===== src/rtl/data_bus_responder.sv =====
// Data-port responder for the single-cycle core: word RAM plus GPIO, timer/compare,
// status and interrupt-enable registers. Reads are combinational; all state updates on clk_i.
module data_bus_responder #(
  parameter int unsigned RAM_WORDS = 64,
  parameter int unsigned GPIO_W    = 8
) (
  input  logic              clk_i,
  input  logic              reset_i,
  input  logic              memwrite_i,
  input  logic [31:0]       addr_i,
  input  logic [31:0]       writedata_i,
  output logic [31:0]       readdata_o,
  input  logic [GPIO_W-1:0] gpio_i,
  output logic [GPIO_W-1:0] gpio_o,
  output logic              irq_o
);
  localparam int unsigned AW = $clog2(RAM_WORDS);

  typedef enum logic [2:0] {
    SEL_NONE, SEL_RAM, SEL_GPIO_OUT, SEL_GPIO_IN,
    SEL_TIMER, SEL_CMP, SEL_STATUS, SEL_CTRL
  } sel_e;

  sel_e              sel;
  logic [AW-1:0]     ram_idx;
  logic              ram_we;
  logic [31:0]       ram_q [RAM_WORDS];

  logic [GPIO_W-1:0] gpio_out_q, gpio_out_d;
  logic [GPIO_W-1:0] sync1_q, sync1_d, sync2_q, sync2_d;
  logic [31:0]       timer_q, timer_d;
  logic [31:0]       cmp_q, cmp_d;
  logic              match_q, match_d;
  logic              badaddr_q, badaddr_d;
  logic              irq_en_q, irq_en_d;
  logic              irq_q, irq_d;

  logic              match_set, bad_set;
  logic [1:0]        status_clr;
  logic              unused_addr;

  assign unused_addr = ^addr_i[1:0];
  assign ram_idx     = addr_i[AW+1:2];

  always_comb begin
    sel = SEL_NONE;
    if (addr_i[31:AW+2] == '0) begin
      sel = SEL_RAM;
    end else begin
      case (addr_i[31:2])
        30'h400: sel = SEL_GPIO_OUT;
        30'h401: sel = SEL_GPIO_IN;
        30'h402: sel = SEL_TIMER;
        30'h403: sel = SEL_CMP;
        30'h404: sel = SEL_STATUS;
        30'h405: sel = SEL_CTRL;
        default: sel = SEL_NONE;
      endcase
    end
  end

  always_comb begin
    readdata_o = '0;
    case (sel)
      SEL_RAM:      readdata_o = ram_q[ram_idx];
      SEL_GPIO_OUT: readdata_o[GPIO_W-1:0] = gpio_out_q;
      SEL_GPIO_IN:  readdata_o[GPIO_W-1:0] = sync2_q;
      SEL_TIMER:    readdata_o = timer_q;
      SEL_CMP:      readdata_o = cmp_q;
      SEL_STATUS:   readdata_o[1:0] = {badaddr_q, match_q};
      SEL_CTRL:     readdata_o[0] = irq_en_q;
      default:      readdata_o = '0;
    endcase
  end

  always_comb begin
    gpio_out_d = gpio_out_q;
    cmp_d      = cmp_q;
    irq_en_d   = irq_en_q;
    status_clr = '0;
    timer_d    = timer_q + 32'd1;
    sync1_d    = gpio_i;
    sync2_d    = sync1_q;
    if (memwrite_i) begin
      case (sel)
        SEL_GPIO_OUT: gpio_out_d = writedata_i[GPIO_W-1:0];
        SEL_TIMER:    timer_d    = writedata_i;
        SEL_CMP:      cmp_d      = writedata_i;
        SEL_STATUS:   status_clr = writedata_i[1:0];
        SEL_CTRL:     irq_en_d   = writedata_i[0];
        default:      ;
      endcase
    end
    // Match looks at the pre-write timer/compare; a new set beats a same-cycle clear.
    match_set = (timer_q == cmp_q) && (cmp_q != '0);
    bad_set   = memwrite_i && ((sel == SEL_NONE) || (sel == SEL_GPIO_IN));
    match_d   = match_set | (match_q & ~status_clr[0]);
    badaddr_d = bad_set | (badaddr_q & ~status_clr[1]);
    irq_d     = match_q & irq_en_q;
  end

  assign ram_we = memwrite_i && (sel == SEL_RAM) && reset_i;

  always_ff @(posedge clk_i) begin
    if (ram_we) ram_q[ram_idx] <= writedata_i;
  end

  always_ff @(posedge clk_i or negedge reset_i) begin
    if (!reset_i) begin
      gpio_out_q <= '0;
      sync1_q    <= '0;
      sync2_q    <= '0;
      timer_q    <= '0;
      cmp_q      <= '0;
      match_q    <= 1'b0;
      badaddr_q  <= 1'b0;
      irq_en_q   <= 1'b0;
      irq_q      <= 1'b0;
    end else begin
      gpio_out_q <= gpio_out_d;
      sync1_q    <= sync1_d;
      sync2_q    <= sync2_d;
      timer_q    <= timer_d;
      cmp_q      <= cmp_d;
      match_q    <= match_d;
      badaddr_q  <= badaddr_d;
      irq_en_q   <= irq_en_d;
      irq_q      <= irq_d;
    end
  end

  assign gpio_o = gpio_out_q;
  assign irq_o  = irq_q;

endmodule

===== config.mk =====
export PLATFORM = sky130hd
export DESIGN_NAME = data_bus_responder
export DESIGN_NICKNAME = d
export VERILOG_FILES = /design/src/rtl/data_bus_responder.sv
export SDC_FILE = /design/constraint.sdc
export NUM_CORES = 2
export LEC_CHECK = 0
export ABC_AREA = 0
export ABC_CLOCK_PERIOD_IN_PS = 3400
export CORE_MARGIN = 1.5
export CORE_UTILIZATION = 45
export CTS_CLUSTER_DIAMETER = 40
export DETAILED_ROUTE_END_ITERATION = 8
export SLEW_MARGIN = 20
export SYNTH_ARGS = -nofsm -noshare
export SYNTH_HDL_FRONTEND = slang
export SYNTH_SLANG_ARGS = --single-unit

===== constraint.sdc =====
create_clock -name clk_i -period 3.4 [get_ports clk_i]
set_clock_uncertainty 0.2 [all_clocks]
set_input_delay 0.68 -clock clk_i [delete_from_list [all_inputs] [get_ports clk_i]]
set_output_delay 0.68 -clock clk_i [all_outputs]
set_load 0.05 [all_outputs]

Word-level counts from Yosys, hierarchy flattened

Memory sizes are Yosys's and may differ from the RTL's.
Index checks and enable logic that the tools add are counted.

Bits in registers: 92
Latch bits: 0
RAM bits: 2,048
Bits in read-only memories: 0
Input port bits: 75
Output and inout port bits: 41
Memories: 1

Memory list:

| memory | words | width | read ports | clocked after memory_dff | wr ports | line | text |
|---|---|---|---|---|---|---|---|
| ram_q  | 64    | 32    | 1          | 0                        | 1        | 27   | `logic [31:0] ram_q [RAM_WORDS];` |

Add/subtract/negate cells: 1
Multiply operators: 0
Div/mod/pow operators: 0
Magnitude comparators: 0
Eq/ne operators: 14
Shift-type cells: 0
Multiplexer cells: 12
Bitwise gates (word level): 7
Reduce and logical (&&, ||, !) cells: 11

Operators with widths:

| kind                                                                     | count |
|---|---|
| 30-bit by 11-bit equality test with 1-bit output (second input constant) | 6 |
| 24-bit one-hot mux with 3 select lines                                   | 1 |
| 32-bit 2-to-1 mux                                                        | 2 |
| 32-bit by 1-bit adder with 32-bit output (second input constant)         | 1 |
| 32-bit equality test                                                     | 1 |
| 32-bit nonzero test                                                      | 1 |
| 6-bit one-hot mux with 5 select lines                                    | 1 |
| 24-bit logical NOT                                                       | 1 |
| 3-bit one-hot mux with 6 select lines                                    | 1 |
| 3-bit equality test (second input constant)                              | 4 |
| 1-bit one-hot mux with 7 select lines                                    | 1 |
| 3-bit by 2-bit equality test with 1-bit output (second input constant)   | 2 |
| 1-bit one-hot mux with 6 select lines                                    | 1 |
| 2-bit AND reduction                                                      | 3 |
| 1-bit logical AND                                                        | 4 |
| 2-bit 2-to-1 mux                                                         | 2 |
| 1-bit AND                                                                | 3 |
| 3-bit by 1-bit equality test with 1-bit output (second input constant)   | 1 |
| 3-bit logical NOT                                                        | 1 |
| 3-bit 2-to-1 mux                                                         | 1 |
| 1-bit 2-to-1 mux                                                         | 2 |
| 1-bit inverter                                                           | 2 |
| 1-bit OR                                                                 | 2 |
| 1-bit logical OR                                                         | 1 |

Logic depth before layout (Yosys ltp)

Depth in word-level cells: 9
Depth in mapped cells: 11
Depth with buffers taken out: 7

Worst setup path after synthesis

OpenSTA, ideal clock, no wires.

Path kind: input to register
From: input port addr_i[4]
To: memory ram_q[2][0], enable pin
Setup time: 461 ps
Arrival: 4,334 ps
Data required time: 2,739 ps
Slack: -1,595 ps
Stages: 7
Buffers on the path: 4
Path through: buf_4 buf_2 nor2_1 clkbuf_1 buf_1 nand4_1 nor3_1

Word-level cells in the longest chain between the ends: 8

Ends and longest elaborated chain:

| item                                             | line | text |
|---|---|---|
| start: declaration                               | 10   | `input logic [31:0] addr_i,` |
| 30-bit by 11-bit equality test with 1-bit output | 50   | `case (addr_i[31:2])` |
| 3-bit one-hot mux with 6 select lines            | 50   |  |
| 3-bit 2-to-1 mux                                 | 47   | `if (addr_i[31:AW+2] == '0) begin` |
| 3-bit by 1-bit equality test with 1-bit output   | 102  | `assign ram_we = memwrite_i && (sel == SEL_RAM) && reset_i;` |
| 1-bit logical AND (2 in a row)                   | 102  |  |
| 1-bit 2-to-1 mux                                 | 105  | `if (ram_we) ram_q[ram_idx] <= writedata_i;` |
| 1-bit 2-to-1 mux (implied by the code)           | 105  |  |
| end: declaration                                 | 27   |  |

Several ways; a longest one is shown, not always the timed one.

Worst setup path in the final report

From: input port addr_i[4]
To: output port readdata_o[8]

Word-level cells in the longest chain between the ends: 5

Ends and longest elaborated chain:

| item                                                                                         | line | text |
|---|---|---|
| 30-bit by 11-bit equality test with 1-bit output                                             | 50   |  |
| 3-bit one-hot mux with 6 select lines                                                        | 50   |  |
| 3-bit 2-to-1 mux                                                                             | 47   |  |
| 3-bit equality test / 3-bit by 1-bit equality test with 1-bit output (equally long branches) | 64   | `case (sel)` |
| 24-bit one-hot mux with 3 select lines *                                                     | 64   |  |
| end: declaration                                                                             | 12   | `output logic [31:0] readdata_o,` |

Mark *: on every way between the ends. The rest lies on a longest branch, timed or not.

==> flow_summary.json <==
{
  "status": "finished with violations",
  "synth_area_um2": 83900,
  "drt_pass1_iterations": 6,
  "met2_length_mm": 124,
  "critPathCaptureType": "output port",
  "swShare_pct": 22.1,
  "port_buffers": 113,
  "die_h_um": 435,
  "post-place-ws_ns": -1.27,
  "h-tree-depth": 5,
  "ir_drop_v": 0.000441,
  "synth_top_area_share_pct": 73.3,
  "synth_flop_cell": "edfxtp_1",
  "path_class": "in -> out",
  "routed_wl_mm": 275,
  "dp_hpwl_mm": 177,
  "drv.max_cap_violation_count": 0,
  "power_frac_seq_pct": 44.6,
  "ys_seq_area_share_pct": 76.0,
  "grt_pass1_wl_mm": 380,
  "ys_warn_count": 0,
  "syn_avg_cell_area_um2": 19.4,
  "fillCellCount": 13300,
  "max_freq_ghz": 0.250,
  "cp.required_ns": 2.52,
  "hold_viol_final": 0,
  "arrival_ns": 3.11,
  "min_path_type": "in -> reg",
  "dr_wl_met3_mm": 28.6,
  "fin_ws_ns": -0.593,
  "synthAdderAreaFrac_pct": 0.0149,
  "synth_commonest_cells": "edfxtp_1, mux2i_1, mux4_2, nand2_1, a22oi_1",
  "overflow": 0,
  "boundaryPins": 116,
  "powerDensity_nw_per_um2": 591,
  "power_uw": 64800,
  "comb_power_share_pct": 6.1,
  "slew_headroom_pct": 24.0,
  "synth.area.top_cells": "edfxtp_1, mux4_2, mux2i_1",
  "ys_types": 59,
  "worstReg2RegStart": "timer_q[2]",
  "final-setup-viol-count": 32,
  "ys_async_sr_fraction_pct": 4.30,
  "min_period_ns": 3.99,
  "violations": "setup timing",
  "hp-start": "writedata_i[25]",
  "nets": 5411,
  "utilization_pct": 59.2,
  "syn2layout_area_growth_pct": 30.8,
  "yosys.area.top_type": "edfxtp_1",
  "ys_seq_elements": 2140,
  "synth-simple-area-share_pct": 2.81,
  "cts_tree": "built",
  "vias": 49100,
  "syn_inst": 4322,
  "die_w_um": 435,
  "numCtsBuffers": 304,
  "crit_path_max_fanout": 29,
  "p_sw_uw": 14300,
  "p_int_uw": 50500,
  "synthMuxAreaShare_pct": 13.9,
  "synth_compound_area_share_pct": 4.78,
  "p_clk_share_pct": 49.3,
  "dr.first_iter.drc_count": 7480,
  "synthXorXnorAreaFrac_pct": 0.647,
  "gp_congestion": 0.949,
  "drive_gt1_share_pct": 39.0,
  "rsz0062_at_grt": "true",
  "multi_input_area_um2": 21200,
  "final.setup.tns_ns": -16.04,
  "drc": 0,
  "grt_pass1_vias": 48200,
  "seqCellArea_um2": 63800,
  "critPathLaunch": "addr_i[4]",
  "final_area_um2": 110000,
  "clk_pin_slew_worst_paths_ns": 0.05,
  "final_antenna_net_count": 0,
  "p_leak_uw": 0.0375,
  "grt_usage_pct": 28.8,
  "grt_max_degree": 68,
  "finalCritPeriodShare_pct": 117,
  "core_area_um2": 185000,
  "clock_sinks": 2140,
  "antenna_found_initial": 17,
  "synth_nets": 4398,
  "wl_per_cell_um": 34.1,
  "vias_per_cell": 6.10,
  "synth_edf_count": 2048,
  "maxSlewViolCount": 0,
  "tightest_slew_ns": 1.14,
  "synth_top_family_by_area": "multiplexers",
  "die-area_um2": 189000,
  "rows": 158,
  "worstSetupStartpointType": "input port",
  "start_util_pct": 45.3,
  "post_dp_cell_area_um2": 95700,
  "top_layer": "met5",
  "drt-met1-wl_mm": 111,
  "yosysMostFrequentCell": "edfxtp_1",
  "insertion_delay_ns": 0.93,
  "cts_root_buffer": "clkbuf_16",
  "cts.path.max_buffers": 4
}
[power groups by stage]
stage / logic [uW] / registers [uW] / clock network, uW
floorplan: 1360 / 29400 / 0
global placement: 3340 / 29400 / 0
finish: 3940 / 28900 / 32000
CTS: 3790 / 28900 / 32200
global route: 4050 / 28900 / 33300
detailed placement: 3370 / 29400 / 0
[layer usage]
| metal | vias to the layer above | global-route usage [%] |
|---|---|---|
| met5 | - | 0 |
| met4 | 6 | 11.3 |
| met3 | 549 | 6.85 |
| met2 | 2909 | 43.0 |
| met1 | 25700 | 40.9 |
| li1 | 19900 | - |
[cells in the final DEF (no fill, tap or decap), drive strengths merged, types with 31 or more instances in the layout]
cell type  netlist  routed
a22oi          148     148
dfrtp           92      92
nand2          222     222
clkinv           1      72
clkinvlp         0      31
mux4           313     313
mux2            65      65
clkbuf         105     353
mux2i          383     383
bufinv           0      38
nand3           40      40
inv              5      48
a221oi          53      53
xor2            39      39
buf            148     905
nor2           146     146
a21oi          140     140
edfxtp        2048    2048
o21ai           52      52
[critical path, stage by stage]
cell and delay (ns):
buf_16 0.12, buf_12 0.15, buf_4 0.16, buf_6 0.16, nor2_4 0.08, buf_6 0.12
buf_12 0.15, buf_16 0.18, a22oi_1 0.73, o32ai_4 0.27, buf_12 0.23
[flip-flops by register name, summed over array words and instances (netlist names)]
name	count
ram_q	2048
cmp_q	32
timer_q	32
gpio_o	8
sync1_q	8
sync2_q	8
badaddr_q	1
irq_en_q	1
irq_o	1
match_q	1
[logic make-up after synthesis]
| logic type | Yosys count |
|---|---|
| buffers and inverters | 259 |
| XOR/XNOR | 62 |
| flip-flops | 2140 |
| AO/OA/AOI/OAI | 574 |
| adder cells (fa/ha/maj) | 1 |
| AND/OR/NAND/NOR | 525 |
| multiplexers | 761 |
[final timing paths]
kind / endpoint / slack, ns / depth (start not counted)
max: readdata_o[8] / -0.59 / 11
min: ram_q[54][25] / 0.05 / 1
max reg2reg: timer_q[21] / 1.08 / 6
min reg2reg: sync2_q[6] / 0.15 / 0
max in group asynchronous: timer_q[22] / 1.60 / 4
min in group asynchronous: gpio_o[2] / 0.16 / 3
[cell type report]
cell class	instances	area share [%]
clock buffers	349	7.34
multi-input cells	1923	19.4
repair buffers	960	10.3
clock inverters	183	2.01
diodes	9	0.0205
well taps	2480	2.83
inverters	6	0.0251
flip-flops and latches	2140	58.2
[per-stage QoR]
stage	hold WS [ns]	instances
2_1_floorplan	0.131	4322
3_3_place_gp	0.133	7419
3_5_place_dp	0.136	7420
4_1_cts	0.000744	8024
5_1_grt	0.0270	8041
6_report	0.0492	8050
[timing repair]
item | in CTS | in global routing
hold endpoints to repair | 47 | 0
gates cloned | 15 | 2
gates resized for setup | 480 | 159
pin swaps | 139 | 98
buffers inserted | 68 | 28
setup endpoints to repair | 32 | 32
hold buffers | 11 | 0
Note: power is estimated with default switching activity, not from simulation.
